<file path="config.mk">
export PLATFORM = sky130hd
export DESIGN_NAME = modulo_serializar
export DESIGN_NICKNAME = d
export VERILOG_FILES = /design/src/rtl/modulo_serializar_pkg.sv /design/src/rtl/modulo_serializar_indice.sv /design/src/rtl/modulo_serializar.sv
export SDC_FILE = /design/constraint.sdc
export NUM_CORES = 1
export LEC_CHECK = 0
export CAP_MARGIN = 20
export CORE_MARGIN = 5
export CORE_UTILIZATION = 35
export CTS_BUF_LIST = sky130_fd_sc_hd__clkbuf_8
export DETAILED_ROUTE_END_ITERATION = 8
export PLACE_DENSITY = 0.65
export RECOVER_POWER = 100
export SLEW_MARGIN = 20
export SYNTH_ARGS = -nofsm -noshare
export SYNTH_HDL_FRONTEND = slang
export SYNTH_SLANG_ARGS = --single-unit
</file>
<file path="constraint.sdc">
create_clock -name clk -period 3.2 [get_ports clk]
set_clock_uncertainty 0.2 [all_clocks]
set_input_delay 0.32 -clock clk [delete_from_list [all_inputs] [get_ports clk]]
set_output_delay 0.32 -clock clk [all_outputs]
set_load 0.02 [all_outputs]
</file>
<file path="src/rtl/modulo_serializar_pkg.sv">
// Shared types for the matrix serializer.
// Holds the FSM encoding and the default element width.
package modulo_serializar_pkg;

  typedef enum logic {
    IDLE   = 1'b0,
    STREAM = 1'b1
  } state_t;

  localparam int ELEM_W = 8;

endpackage

</file>
<file path="src/rtl/modulo_serializar_indice.sv">
// contador_indice: 2-D (row,col) walker over an N x N matrix.
// Ports: clr -> (0,0), adv steps in row/col-major order, last at (N-1,N-1).
module contador_indice
  import modulo_serializar_pkg::*;
#(
  parameter  int N  = 3,
  localparam int IW = (N > 1) ? $clog2(N) : 1
) (
  input  logic          clk,
  input  logic          rst,
  input  logic          clr,
  input  logic          adv,
  input  logic          col_major,
  output logic [IW-1:0] row,
  output logic [IW-1:0] col,
  output logic          last
);

  localparam logic [IW-1:0] MAX = IW'(N - 1);

  logic [IW-1:0] row_d;
  logic [IW-1:0] col_d;

  assign last = (row == MAX) && (col == MAX);

  always_comb begin
    row_d = row;
    col_d = col;
    if (clr) begin
      row_d = '0;
      col_d = '0;
    end else if (adv) begin
      if (!col_major) begin
        if (col == MAX) begin
          col_d = '0;
          row_d = (row == MAX) ? '0 : row + 1'b1;
        end else begin
          col_d = col + 1'b1;
        end
      end else begin
        if (row == MAX) begin
          row_d = '0;
          col_d = (col == MAX) ? '0 : col + 1'b1;
        end else begin
          row_d = row + 1'b1;
        end
      end
    end
  end

  always_ff @(posedge clk or negedge rst) begin
    if (!rst) begin
      row <= '0;
      col <= '0;
    end else begin
      row <= row_d;
      col <= col_d;
    end
  end

endmodule

</file>
<file path="src/rtl/modulo_serializar.sv">
// Captures an N x N matrix and streams it element by element.
// Ports: matrix_in/in_valid/in_ready/col_major in; out_* stream out; busy.
module modulo_serializar
  import modulo_serializar_pkg::*;
#(
  parameter  int N  = 3,
  parameter  int W  = ELEM_W,
  localparam int IW = (N > 1) ? $clog2(N) : 1
) (
  input  logic             clk,
  input  logic             rst,
  input  logic [N*N*W-1:0] matrix_in,
  input  logic             in_valid,
  output logic             in_ready,
  input  logic             col_major,
  output logic [W-1:0]     out_data,
  output logic             out_valid,
  input  logic             out_ready,
  output logic [IW-1:0]    out_row,
  output logic [IW-1:0]    out_col,
  output logic             out_last,
  output logic             busy
);

  state_t           state_q;
  state_t           state_d;
  logic [N*N*W-1:0] buf_q;
  logic             cm_q;
  logic             last_idx;
  logic             acc;
  logic             load;

  assign out_valid = (state_q == STREAM);
  assign busy      = out_valid;
  assign out_last  = out_valid && last_idx;
  // Accepting the final element frees the buffer that same cycle,
  // so a waiting matrix loads back-to-back with no idle bubble.
  assign in_ready  = (state_q == IDLE) || (out_ready && out_last);
  assign acc       = out_valid && out_ready;
  assign load      = in_valid && in_ready;

  always_comb begin
    state_d = state_q;
    if (load) begin
      state_d = STREAM;
    end else if (acc && out_last) begin
      state_d = IDLE;
    end
  end

  always_ff @(posedge clk or negedge rst) begin
    if (!rst) begin
      state_q <= IDLE;
    end else begin
      state_q <= state_d;
    end
  end

  always_ff @(posedge clk or negedge rst) begin
    if (!rst) begin
      buf_q <= '0;
      cm_q  <= 1'b0;
    end else if (load) begin
      buf_q <= matrix_in;
      cm_q  <= col_major;
    end
  end

  contador_indice #(
    .N(N)
  ) u_idx (
    .clk      (clk),
    .rst      (rst),
    .clr      (load),
    .adv      (acc),
    .col_major(cm_q),
    .row      (out_row),
    .col      (out_col),
    .last     (last_idx)
  );

  always_comb begin
    out_data = '0;
    for (int k = 0; k < N * N; k++) begin
      if (k == int'(out_row) * N + int'(out_col)) begin
        out_data = buf_q[k*W +: W];
      end
    end
  end

endmodule

</file>
==> impl_results.md, run 1 <==
- Status: finished, violations left
- Failing checks: max-capacitance violations, max-slew violations, negative setup slack
- Synth Instances: 298
- Vias in the first global route: 2998
- CTS clk-pin slew, worst paths: ~0.080 ns
- Synth top area share: just over 50%
- Worst min path class: reg -> reg
- Tmin final: 3.66 ns
- Initial DRC count: roughly 130
- Initial Util: 35.5%
- Die Span Y: 114 um
- P per Cell Area: ~1300 nW/um2
- Max Root-Sink Buffers: 2
- Final setup fails: 8
- CP delay by family, top: adder cells
- Core Area: 10700 um2
- Yosys cell types: 37
- Area grow syn2layout: 42.9%
- Hold slack: 0.290 ns
- Max-slew violations: 79
- TritonCTS Buffers: 9
- Die Wd: ~110 um
- CP max stage delay: approximately 0.54 ns
- Die area: 13100 um2
- #FFs+latches synth: 78
- Via count: 2783
- Most frequent cells in the layout: clkdlybuf4s50_1 (83), dfrtp_1 (75), mux2_2 (44), mux2_1 (29), buf_4 (24)
- CP Cell Sequence: inv_2 -> fa_1 -> inv_1 -> ha_2 -> fa_2 -> and4b_2 -> a22o_1 -> a221o_1 -> o22a_2 -> buf_6
- Critical Path Source Type: register
- Post-Syn Nets: 382
- Fin util: 50.8%
- Max Clk Rate: approximately 0.27 GHz
- Rows: 38
- Final period util: 115%
- Total wire length: 9.07 mm
- Area contributors post-synth: dfrtp_1 (51%), mux2_2 (13%), mux2_1 (8.6%)
- DRT Pass-1 Iters: 6
- Design Power: 7.35 mW
- Slew Limit Headroom: -25.9%
- Maximum vdd drop: 0.00108 V
- PnR worst setup slack: -0.464 ns
- Input/output buffers: 92
- Syn Area/Cell: 12.8 um2
- Post-synth top area cell: dfrtp_1
- Critical-path maximum fanout: 4
- MaxCap Viol Count: 1
- Commonest non-fill, non-tap cell in the layout: clkdlybuf4s50_1
- Critical-path top delay cell: fa_1
- Clock latency on the worst-skew pair: around 0.34 ns
- Largest net degree at the start of global routing: 79
- Number of antenna diodes: 0
- Antenna-violating nets left: 0
- GRT Util Overall: about 15%
- CP Buf/Inv Count: 3
- Filler Cell Count: 998
- TritonCTS Sinks: 78
- Gr ovfl total: 0
- Drc violations: 0
- Seq. cell area: 1960 um2
- H-tree levels: 3
- First-pass GRT wire length: 15.1 mm
- Nets@finish: 497
- Data required time of the critical path: 2.68 ns
- Ports: between 90 and 100
- GPL Wtd Cong: roughly 0.8
- CTS tree: done
- Initial antenna violation count: 0
- Synth warn: 0
- Root Driver: clkbuf_8
- CP Class: reg -> out
- WL/cell: 16.3 um
- Critical Path AT: 3.14 ns
- Share of layout cells above drive strength 1: 30.9%
- Multi-input logic area: 1870 um2
- Worst slew pin tran: 1.89 ns
- RSZ-0062 raised after global routing: yes
- DP Wirelength: about 6.7 mm
- Sequential area share after synthesis: 51.1%
- Netlist Area Pre-Place: between 3000 and 4000 um2
- Vias per cell: 4.99
- Leak Pwr: about 2.3 nW
- Crit path capture type: output port
- Final hold vios: 0
## power by group
group,switching [mW],internal (mW)
clock network,0.358,0.459
registers,0.269,1.46
logic,2.34,2.46
total,2.97,4.38
## final timing paths
path / slack (ns) / end / cells past startpoint / start
min in group asynchronous: 0.83 / buf_q[49]$_DFFE_PN0P_ / 2 / rst
max: -0.46 / out_data[5] / 10 / u_idx.row[0]$_DFFE_PN0P_
min reg2reg: 0.29 / buf_q[1]$_DFFE_PN0P_ / 1 / buf_q[1]$_DFFE_PN0P_
max reg2reg: 0.72 / buf_q[39]$_DFFE_PN0P_ / 9 / u_idx.row[0]$_DFFE_PN0P_
max in group asynchronous: 0.70 / u_idx.col[1]$_DFFE_PN0P_ / 2 / rst
min: 0.29 / buf_q[1]$_DFFE_PN0P_ / 1 / buf_q[1]$_DFFE_PN0P_
## registers in the layout, summed over array words and instances (netlist names)
signal and flops:
buf_q 72, busy 1, cm_q 1, u_idx.col 2, u_idx.row 2
## layout make-up
| cell class | instances | share of cell area, % |
|---|---|---|
| Sequential cell | 78 | 35.8 |
| Multi-Input combinational cell | 195 | 34.2 |
| Timing Repair Buffer | 122 | 22.2 |
| Tap cell | 140 | 3.21 |
| Clock buffer | 10 | 2.52 |
| Clock inverter | 6 | 1.56 |
| Inverter | 7 | 0.482 |
## stage by stage
step	instances	cell area (um2)	TNS (ns)	setup WS (ns)
2_1_floorplan	298	3890	-0.365	-0.0739
3_3_place_gp	536	5090	-3.76	-0.498
3_5_place_dp	536	5090	-4.12	-0.533
4_1_cts	557	5420	-3.56	-0.455
5_1_grt	558	5460	-4.27	-0.560
6_report	558	5460	-3.45	-0.464
## logic make-up after synthesis
group	after synthesis	share of synthesized area, %
muxes	83	24.1
AOI/OAI and AO/OA	61	10.8
and+or+nand+nor	44	7.14
DFF	78	51.1
buffers and inverters	25	4.06
adders and majority gates	7	2.69
## what timing repair did
action / CTS / global route
setup buffers: 5 / 1
resized for setup: 57 / 3
hold buffers: 1 / 0
hold endpoints to repair: 78 / 0
pin swaps: 12 / 6
endpoints found under the setup margin: 8 / 8
## synth_stat cells (all sizes together)
library cell  number
nor2               6
a31oi              4
nor4b              2
nor4               1
o21ai             12
nand3b             8
buf               17
nand4b             1
and3               2
a221oi             4
and4b              1
nand3              1
nand2b             4
o2bb2ai            4
o22ai              9
ha                 5
a221o              4
a21oi             13
fa                 2
clkbuf             1
mux2              73
inv                7
nand2             11
a22o               4
nor3               1
o22a               5
nor2b              5
dfrtp             78
or4b               1
a21o               2
mux2i             10
## routing by layer
metal  wire [um]  track usage, %  up-vias
li1            -               -     1335
met1        4010            19.5     1362
met2        4470            23.5       73
met3         486            3.07       13
met4         102            4.99        0
met5           0               0        -
## worst register-to-register path, delay by kind of cell (launching register included)
kind,cells,cell delay (ns)
compound gates,1,0.21
fa+ha+maj,1,0.19
buf+inv,5,0.73
flops,1,0.42
mux,1,0.44
simple gates,1,0.18
No activity file was read; power rests on OpenSTA's default activity.
==> run 2, diff against run 1 <==
--- a/config.mk
+++ b/config.mk
@@ -6,11 +6,13 @@
 export NUM_CORES = 1
 export LEC_CHECK = 0
 export CAP_MARGIN = 20
+export CELL_PAD_IN_SITES_DETAIL_PLACEMENT = 1
+export CELL_PAD_IN_SITES_GLOBAL_PLACEMENT = 2
 export CORE_MARGIN = 5
-export CORE_UTILIZATION = 35
+export CORE_UTILIZATION = 30
 export CTS_BUF_LIST = sky130_fd_sc_hd__clkbuf_8
 export DETAILED_ROUTE_END_ITERATION = 8
-export PLACE_DENSITY = 0.65
+export PLACE_DENSITY = 0.8
 export RECOVER_POWER = 100
 export SLEW_MARGIN = 20
 export SYNTH_ARGS = -nofsm -noshare
==> impl_results.md, run 2 (synthesized netlist as in run 1, its figures left out) <==
- CTS tree: done (unchanged)
- Via count: 2860 (was 2783)
- TritonCTS Sinks: 78 (unchanged)
- Maximum vdd drop: 0.000741 V (was 0.00108 V)
- Max Root-Sink Buffers: 2 (unchanged)
- GPL Wtd Cong: 0.829 (was 0.803)
- Share of layout cells above drive strength 1: 32.2% (was 30.9%)
- Sw frac: 40.4% (about the same)
- Commonest non-fill, non-tap cell in the layout: clkdlybuf4s50_1 (unchanged)
- Initial antenna violation count: 0 (unchanged)
- GRT Util Overall: 14.6% (about the same)
- Crit path capture type: output port (unchanged)
- Stages on worst setup path: 10 (unchanged)
- Die Wd: 123 um (was 114 um)
- Ports: 93 (unchanged)
- Initial Util: 30.4% (was 35.5%)
- Initial DRC count: 101 (was 126)
- Die Span Y: 123 um (was 114 um)
- Core Area: 12600 um2 (was 10700 um2)
- Largest net degree at the start of global routing: 79 (unchanged)
- Area grow syn2layout: 44.9% (was 42.9%)
- R2r setup slk: 0.71 ns (was 0.72 ns)
- Tmin final: 3.71 ns (was 3.66 ns)
- CP Cell Sequence: inv_2 -> fa_1 -> inv_1 -> ha_2 -> fa_2 -> buf_4 -> or4b_4 -> o22ai_2 -> o22ai_2 -> buf_4 (was inv_2 -> fa_1 -> inv_1 -> ha_2 -> fa_2 -> and4b_2 -> a22o_1 -> a221o_1 -> o22a_2 -> buf_6)
- H-tree levels: 3 (unchanged)
- Most frequent cells in the layout: clkdlybuf4s50_1 (83), dfrtp_1 (75), mux2_2 (44), buf_4 (36), mux2_1 (29) (was clkdlybuf4s50_1 (83), dfrtp_1 (75), mux2_2 (44), mux2_1 (29), buf_4 (24))
- Data required time of the critical path: 2.68 ns (about the same)
- Reg-to-Reg Start: u_idx.row[0]$_DFFE_PN0P_ (unchanged)
- Leak Pwr: 2.33 nW (was 2.31 nW)
- Rows: 41 (was 38)
- CP Capture Point: out_data[3] (was out_data[5])
- CP max stage delay: 0.55 ns (was 0.54 ns)
- Critical-path top delay cell: or4b_4 (was fa_1)
- Total wire length: 10.4 mm (was 9.07 mm)
- Failing checks: max-capacitance violations, max-slew violations, negative setup slack (unchanged)
- CP startpoint: u_idx.row[0]$_DFFE_PN0P_ (unchanged)
- Design Power: 7.56 mW (was 7.35 mW)
- CP Class: reg -> out (unchanged)
- Most flops, register: buf_q (unchanged)
- Critical-path maximum fanout: 5 (was 4)
- MaxCap Viol Count: 1 (unchanged)
- Vias in the first global route: 3222 (was 2998)
- Worst min path class: reg -> reg (unchanged)
- WL/cell: 17.3 um (was 16.3 um)
- Pint: 4.50 mW (was 4.38 mW)
- Worst Reg-to-Reg Cells: 9 (unchanged)
- Gr ovfl total: 0 (unchanged)
- CTS clk-pin slew, worst paths: 0.07 ns (was 0.08 ns)
- Flop pwr share: 23.3% (was 23.6%)
- Largest regs: buf_q: 72 flops, u_idx.col: 2 flops, u_idx.row: 2 flops (unchanged)
- P per Cell Area: 1370 nW/um2 (was 1350 nW/um2)
- Critical Path Source Type: register (unchanged)
- Hold slack: 0.290 ns (about the same)
- Root Driver: clkbuf_8 (unchanged)
- Die area: 15100 um2 (was 13100 um2)
- Vias per cell: 4.79 (was 4.99)
- PnR worst setup slack: -0.508 ns (was -0.464 ns)
- Nets@finish: 506 (was 497)
- Logic gate share of total power: 66.1% (was 65.3%)
- Drc violations: 0 (unchanged)
- First-pass GRT wire length: 16.8 mm (was 15.1 mm)
- CP Buf/Inv Count: 4 (was 3)
- Max Clk Rate: 0.270 GHz (was 0.273 GHz)
- Input/output buffers: 92 (unchanged)
- RSZ-0062 raised after global routing: yes (unchanged)
- TritonCTS Buffers: 9 (unchanged)
- DP Wirelength: 7.59 mm (was 6.70 mm)
- Clock latency on the worst-skew pair: 0.34 ns (about the same)
- DRT Pass-1 Iters: 4 (was 6)
- Clock Power Share: 10.6% (was 11.1%)
- Antenna-violating nets left: 0 (unchanged)
- Final setup fails: 8 (unchanged)
- Worst slew pin tran: 1.95 ns (was 1.89 ns)
- Max-slew violations: 79 (unchanged)
- Slew Limit Headroom: -30.1% (was -25.9%)
- Status: finished, violations left (unchanged)
- Number of antenna diodes: 0 (unchanged)
- CP delay by family, top: adder cells (unchanged)
- Switching pwr: 3.06 mW (was 2.97 mW)
- Final hold vios: 0 (unchanged)
- Max reg flops: 72 (unchanged)
- Critical Path AT: 3.19 ns (was 3.14 ns)
- Critical R2R Capture: buf_q[29]$_DFFE_PN0P_ (was buf_q[39]$_DFFE_PN0P_)
- Final period util: 116% (was 115%)
run 2: changes by cell type in the layout (fill, tap and decap cells not counted), moves of 2 or more:
cell and change:
inv_1 -2, a221oi_1 +2, buf_6 -2, buf_4 +12, a221oi_4 -2
run 2: worst min-delay path by stage:
stage / start / to / slack, ns / depth (start not counted)
final: buf_q[1]$_DFFE_PN0P_ / buf_q[1]$_DFFE_PN0P_ / 0.29 / 1
after global routing: buf_q[2]$_DFFE_PN0P_ / buf_q[2]$_DFFE_PN0P_ / 0.32 / 1
after CTS: buf_q[8]$_DFFE_PN0P_ / buf_q[8]$_DFFE_PN0P_ / 0.30 / 1
after detailed placement: buf_q[8]$_DFFE_PN0P_ / buf_q[8]$_DFFE_PN0P_ / 0.28 / 1
after global placement: buf_q[1]$_DFFE_PN0P_ / buf_q[1]$_DFFE_PN0P_ / 0.27 / 1
after floorplan: rst / buf_q[0]$_DFFE_PN0P_ / -0.18 / 0
run 2: stage by stage:
step | setup TNS (ns) | instance area [um2] | worst slack, ns | utilization [%] | cells
final | -3.95 | 5530 | -0.508 | 44.0 | 597
after detailed placement | -4.25 | 5190 | -0.551 | 41.3 | 576
after global placement | -3.88 | 5190 | -0.503 | 41.3 | 576
after floorplan | -0.365 | 3890 | -0.0739 | - | 298
after CTS | -4.07 | 5480 | -0.529 | 43.6 | 592
after global routing | -5.00 | 5530 | -0.646 | 44.0 | 597
run 2: repair_timing:
action,4_1_cts,5_1_grt
hold buffers,1,0
setup buffers,4,5
gates resized for setup,53,6
pin swaps,4,0
hold endpoints to repair,78,0
cloned,0,0
endpoints found under the setup margin,8,8
run 2: layout make-up:
cell class | instances | area (um2)
Multi-Input combinational cell | 195 | 1850
Tap cell | 172 | 215
Sequential cell | 78 | 1960
Clock buffer | 10 | 138
Clock inverter | 4 | 72.6
Fill cell | 1354 | 7040
Timing Repair Buffer | 131 | 1270
Inverter | 7 | 26.3
run 2: routing by layer:
layer  vias up  wire length, um  track usage (%)
li1       1350                -                -
met1      1431             4610             18.9
met2        70             5080             23.8
met3         9              513             3.73
met4         0              160             4.83
met5         -                0                0
run 2: worst reg2reg max path: cells and delay by family, from the launching register on:
family | cells | cell delay (ns)
adder cells (fa/ha/maj) | 1 | 0.20
buffers and inverters | 5 | 0.73
AO/OA/AOI/OAI | 1 | 0.21
AND/OR/NAND/NOR | 1 | 0.18
flip-flops | 1 | 0.42
multiplexers | 1 | 0.44
run 2: power groups by stage:
stage,Combinational [mW],Sequential (mW),Clock [mW]
after detailed placement,4.80,1.77,0
after floorplan,2.68,1.69,0
final,4.99,1.76,0.802
after global routing,5.41,1.82,0.870
after global placement,4.73,1.75,0
after CTS,4.89,1.77,0.828
==> run 3, diff against run 2 <==
--- a/config.mk
+++ b/config.mk
@@ -12,7 +12,7 @@
 export CORE_UTILIZATION = 30
 export CTS_BUF_LIST = sky130_fd_sc_hd__clkbuf_8
 export DETAILED_ROUTE_END_ITERATION = 8
-export PLACE_DENSITY = 0.8
+export PLACE_DENSITY = 0.78
 export RECOVER_POWER = 100
 export SLEW_MARGIN = 20
 export SYNTH_ARGS = -nofsm -noshare
==> impl_results.md, run 3 (synthesized netlist as in run 1, its figures left out) <==
- WL/cell: 17.1 um (was 17.3 um)
- Area grow syn2layout: 44.5% (was 44.9%)
- RSZ-0062 raised after global routing: yes (unchanged)
- Final setup fails: 8 (unchanged)
- TritonCTS Buffers: 9 (unchanged)
- Die Wd: 123 um (unchanged)
- Failing checks: max-capacitance violations, max-slew violations, negative setup slack (unchanged)
- Critical Path AT: 3.15 ns (was 3.19 ns)
- Slew Limit Headroom: -33.2% (was -30.1%)
- Drc violations: 0 (unchanged)
- Root Driver: clkbuf_8 (unchanged)
- CTS tree: done (unchanged)
- Critical-path maximum fanout: 8 (was 5)
- Max Clk Rate: 0.273 GHz (was 0.270 GHz)
- Stages on worst setup path: 11 (was 10)
- DP Wirelength: 7.34 mm (was 7.59 mm)
- Most frequent cells in the layout: clkdlybuf4s50_1 (83), dfrtp_1 (75), mux2_2 (44), mux2_1 (29), buf_4 (25) (was clkdlybuf4s50_1 (83), dfrtp_1 (75), mux2_2 (44), buf_4 (36), mux2_1 (29))
- Initial Util: 30.4% (unchanged)
- Final hold vios: 0 (unchanged)
- CTS clk-pin slew, worst paths: 0.08 ns (was 0.07 ns)
- Seq. cell area: 1960 um2 (unchanged)
- Input/output buffers: 92 (unchanged)
- Critical-path top delay cell: fa_2 (was or4b_4)
- First-pass GRT wire length: 15.9 mm (was 16.8 mm)
- Antenna-violating nets left: 0 (unchanged)
- Max-slew violations: 79 (unchanged)
- Design Power: 7.60 mW (was 7.56 mW)
- H-tree levels: 3 (unchanged)
- DRT Pass-1 Iters: 4 (unchanged)
- Number of antenna diodes: 0 (unchanged)
- CP Buf/Inv Count: 4 (unchanged)
- Reg-to-Reg Start: u_idx.row[0]$_DFFE_PN0P_ (unchanged)
- Gr ovfl total: 0 (unchanged)
- MaxCap Viol Count: 1 (unchanged)
- Clock latency on the worst-skew pair: 0.35 ns (was 0.34 ns)
- Die area: 15100 um2 (unchanged)
- PnR worst setup slack: -0.466 ns (was -0.508 ns)
- Largest net degree at the start of global routing: 79 (unchanged)
- Worst min path class: reg -> reg (unchanged)
- Share of layout cells above drive strength 1: 31.0% (was 32.2%)
- Nets@finish: 499 (was 506)
- Core Area: 12600 um2 (unchanged)
- Sw frac: 40.9% (was 40.4%)
- CP Class: reg -> out (unchanged)
- GRT Util Overall: 13.8% (was 14.6%)
- CP max stage delay: 0.60 ns (was 0.55 ns)
- Via count: 2801 (was 2860)
- Die Span Y: 123 um (unchanged)
- Maximum vdd drop: 0.000777 V (was 0.000741 V)
- Tmin final: 3.67 ns (was 3.71 ns)
- Vias per cell: 4.74 (was 4.79)
- Fin util: 43.9% (was 44.0%)
- Critical R2R Capture: buf_q[20]$_DFFE_PN0P_ (was buf_q[29]$_DFFE_PN0P_)
- Initial antenna violation count: 0 (unchanged)
- GPL Wtd Cong: 0.776 (was 0.829)
- Logic gate share of total power: 66.9% (was 66.1%)
- Switching pwr: 3.11 mW (was 3.06 mW)
- Rows: 41 (unchanged)
- Largest regs: buf_q: 72 flops, u_idx.col: 2 flops, u_idx.row: 2 flops (unchanged)
- Ports: 93 (unchanged)
- CP Capture Point: out_data[5] (was out_data[3])
- Final period util: 115% (was 116%)
- Total wire length: 10.1 mm (was 10.4 mm)
- Pint: 4.49 mW (was 4.50 mW)
- CP delay by family, top: adder cells (unchanged)
- Worst Reg-to-Reg Cells: 9 (unchanged)
- P per Cell Area: 1380 nW/um2 (was 1370 nW/um2)
- Clock Power Share: 10.2% (was 10.6%)
- Max reg flops: 72 (unchanged)
- Initial DRC count: 97 (was 101)
- R2r setup slk: 0.72 ns (was 0.71 ns)
- TritonCTS Sinks: 78 (unchanged)
- Commonest non-fill, non-tap cell in the layout: clkdlybuf4s50_1 (unchanged)
- Data required time of the critical path: 2.68 ns (about the same)
- Crit path capture type: output port (unchanged)
- Critical Path Source Type: register (unchanged)
- Filler Cell Count: 1327 (was 1354)
- Leak Pwr: 2.31 nW (was 2.33 nW)
- CP Cell Sequence: inv_2 -> fa_1 -> inv_1 -> ha_2 -> fa_2 -> buf_12 -> nor2_4 -> and3_4 -> a221o_1 -> o22a_2 -> buf_6 (was inv_2 -> fa_1 -> inv_1 -> ha_2 -> fa_2 -> buf_4 -> or4b_4 -> o22ai_2 -> o22ai_2 -> buf_4)
- Max Root-Sink Buffers: 2 (unchanged)
- Vias in the first global route: 3033 (was 3222)
- Worst slew pin tran: 2.00 ns (was 1.95 ns)
- Hold Crit Depth: 1 (unchanged)
- Status: finished, violations left (unchanged)
- Most flops, register: buf_q (unchanged)
- Flop pwr share: 22.9% (was 23.3%)
- CP startpoint: u_idx.row[0]$_DFFE_PN0P_ (unchanged)
- Worst slack at placement: -0.553 ns (was -0.551 ns)
- Multi-input logic area: 1870 um2 (was 1850 um2)
==> run 3: cell types whose count changed in the layout (fill, tap and decap cells not counted), moves of 2 or more <==
cell	previous run	this run
a221oi_1	2	0
buf_6	5	8
a221oi_4	0	2
clkbuf_8	10	12
buf_4	36	25
==> run 3: area by class of cell <==
cell class / instances / share of cell area, %
Clock buffer: 12 / 2.99
Clock inverter: 3 / 0.771
Inverter: 7 / 0.476
Multi-Input combinational cell: 195 / 33.9
Sequential cell: 78 / 35.4
Tap cell: 172 / 3.90
Timing Repair Buffer: 124 / 22.5
==> run 3: per-layer routing <==
layer / share of wire (%) / global-route usage, % / up-vias
li1: - / - / 1329
met1: 47 / 18.9 / 1409
met2: 48 / 21.8 / 54
met3: 3.5 / 2.86 / 9
met4: 1.1 / 4.83 / 0
met5: 0 / 0 / -
==> run 3: worst min path at each step <==
stage | startpoint | to | slack (ns)
final | buf_q[8]$_DFFE_PN0P_ | buf_q[8]$_DFFE_PN0P_ | 0.29
after global routing | buf_q[54]$_DFFE_PN0P_ | buf_q[54]$_DFFE_PN0P_ | 0.32
after CTS | buf_q[5]$_DFFE_PN0P_ | buf_q[5]$_DFFE_PN0P_ | 0.29
after detailed placement | buf_q[5]$_DFFE_PN0P_ | buf_q[5]$_DFFE_PN0P_ | 0.28
after global placement | buf_q[7]$_DFFE_PN0P_ | buf_q[7]$_DFFE_PN0P_ | 0.27
after floorplan | rst | buf_q[0]$_DFFE_PN0P_ | -0.18
==> run 3: what timing repair did <==
action                                  in CTS  in global routing
endpoints found under the hold margin       78                  0
setup buffers                                1                  2
hold buffers                                 1                  0
pin swaps                                   11                  3
endpoints found under the setup margin       8                  8
resized for setup                           57                  5
==> run 3: metrics by stage <==
stage / hold slack (ns) / instances / cell area, um2 / setup TNS (ns)
detailed placement: 0.275 / 572 / 5180 / -4.20
global placement: 0.269 / 572 / 5180 / -3.78
floorplan: -0.176 / 298 / 3890 / -0.365
CTS: 0.295 / 589 / 5480 / -3.74
global route: 0.319 / 591 / 5520 / -4.32
finish: 0.291 / 591 / 5520 / -3.40
==> run 3: worst reg2reg max path, stage by stage (launching register included) <==
cell	delay, ns
dfrtp_2	0.41
inv_2	0.07
buf_4	0.10
buf_4	0.09
buf_4	0.11
ha_1	0.19
nand4b_1	0.17
a21oi_4	0.21
buf_12	0.34
mux2_2	0.48
==> run 3: power groups by stage <==
stage          Sequential, mW  Clock (mW)  Combinational, mW
2_1_floorplan            1.69           0               2.68
3_3_place_gp             1.73           0               4.65
3_5_place_dp             1.74           0               4.75
4_1_cts                  1.74       0.799               5.03
5_1_grt                  1.80       0.839               5.47
6_report                 1.74       0.773               5.09
==> edit: new RTL, settings of run 1 <==
Make the reset (`rst`) synchronous in 3 clocked blocks.
--- a/src/rtl/modulo_serializar_indice.sv
+++ b/src/rtl/modulo_serializar_indice.sv
@@ -48,7 +48,7 @@
     end
   end
 
-  always_ff @(posedge clk or negedge rst) begin
+  always_ff @(posedge clk) begin
     if (!rst) begin
       row <= '0;
       col <= '0;
--- a/src/rtl/modulo_serializar.sv
+++ b/src/rtl/modulo_serializar.sv
@@ -48,7 +48,7 @@
     end
   end
 
-  always_ff @(posedge clk or negedge rst) begin
+  always_ff @(posedge clk) begin
     if (!rst) begin
       state_q <= IDLE;
     end else begin
@@ -56,7 +56,7 @@
     end
   end
 
-  always_ff @(posedge clk or negedge rst) begin
+  always_ff @(posedge clk) begin
     if (!rst) begin
       buf_q <= '0;
       cm_q  <= 1'b0;
Formal check against the unedited RTL: differs if rst is asserted again (counterexample within 4 cycles, from zero or initial values and one cycle with rst low); with rst held inactive, the same outputs for 10 cycles.
==> edit against run 1 <==
The flow finishes with violations (setup timing); sequential cell count unchanged; worst setup slack got worse by 0.15 ns; worst hold slack got worse by 0.033 ns; first-iteration DRC count increased by 63%; register-to-register slack got worse by 0.62 ns; wire length increased by 15%; cell area decreased by 4.2%; area after synthesis decreased by 1.0%.
Power is left out: it rests on default switching activity, and per cell area and clock period it moved more than threefold.
==> edit: results <==
[outcome]
status = "finished, violations left"
violations = "setup timing"

[drt]
totalWireLength_mm = 10.5
viasPerCell = 4.96
drt_iter0_markers = 206

[final_layout]
clock_cell_area_share_pct = 4.69
multi_input_area_um2 = 2070
fin_cells = 693
drive_gt1_share_pct = 16.1
fin_nets = 633
nFillCells = 1064
final-seq-area_um2 = 1570
final_area_um2 = 5230

[synthesis]
syn_area_per_cell_um2 = 8.21
async_flop_share_pct = 0
synth_nets = 544
ys_top_cells_by_count = "nand2_1 (84), dfxtp_1 (78), nand3_1 (74), o21ai_0 (64), clkbuf_1 (17)"
synth-main-ff-cell = "dfxtp_1"
synth_area_leaders = "dfxtp_1 (41%), nand3_1 (9.8%), o21ai_0 (8.5%)"
ys_types = 38

[sta]
slew_headroom_pct = 37.1
final.setup.worst_slack_ns = -0.611
finalSetupViolCount = 8

[worst_setup_path]
crit_fanout = 6
r2r_start = "u_idx.row[0]"
r2r_cells = 8
critPathArrivalTime_ns = 3.29
crit_start = "u_idx.row[1]"
worstReg2RegEnd = "u_idx.col[0]"
r2r_slack_ns = 0.10

[grt]
grt_max_degree = 82
grt_pass1_wl_mm = 16.9
grt_use_total_pct = 16.1
grt_pass1_vias = 3353

[placement]
dpl_cell_area_um2 = 4940
hpwl_mm = 7.75
dp_worst_setup_slack_ns = -0.708
-- edit: changes by cell type in the layout (fill, tap and decap cells not counted), sizes merged, moves of 10 or more --
| cell | before | now |
|---|---|---|
| dfxtp | 0 | 78 |
| nand2 | 11 | 84 |
| dfrtp | 78 | 0 |
| o21ai | 12 | 75 |
| mux2 | 73 | 0 |
| nor2 | 6 | 16 |
| nand3 | 1 | 74 |
-- edit: worst reg2reg max path, cell delays in order, from the launching register on --
cell      delay [ns]
dfxtp_4         0.35
inv_1           0.08
clkbuf_1        0.15
ha_1            0.20
nand4b_1        0.14
a21boi_0        0.77
clkbuf_4        0.79
nand2b_1        0.26
nor2_1          0.07
-- edit: kinds of logic (layout without fill, tap and decap cells) --
logic type                 count (synthesis)  count (layout)  share of synthesized area [%]
adders and majority gates                  7               7                           2.72
AOI/OAI and AO/OA                        111             111                           18.2
buffers and inverters                     49             142                           7.38
DFF                                       78              78                           41.3
and+or+nand+nor                          200             200                           24.7
muxes                                     15              15                           5.63
-- edit: timing repair --
action,in CTS,in global routing
pin swaps,5,5
hold endpoints to repair,0,0
gates resized for setup,57,4
buffers inserted,2,1
setup endpoints to repair,8,8
-- edit: layer usage --
layer | part of all wire [%] | up-vias | track usage (%)
met3 | 5.3 | 18 | 3.61
met1 | 51 | 1541 | 24.0
met2 | 42 | 87 | 22.9
met5 | 0 | - | 0
met4 | 2.0 | 0 | 5.70
li1 | - | 1790 | -
-- edit: how the worst max path moves through the flow --
stage                        endpoint  slack (ns)  depth (start not counted)
after floorplan           out_data[0]       -0.09                         10
after global placement    out_data[0]       -0.70                         12
after detailed placement  out_data[0]       -0.71                         12
after CTS                 out_data[6]       -0.62                         11
after global routing      out_data[6]       -0.67                         11
final                     out_data[6]       -0.61                         11
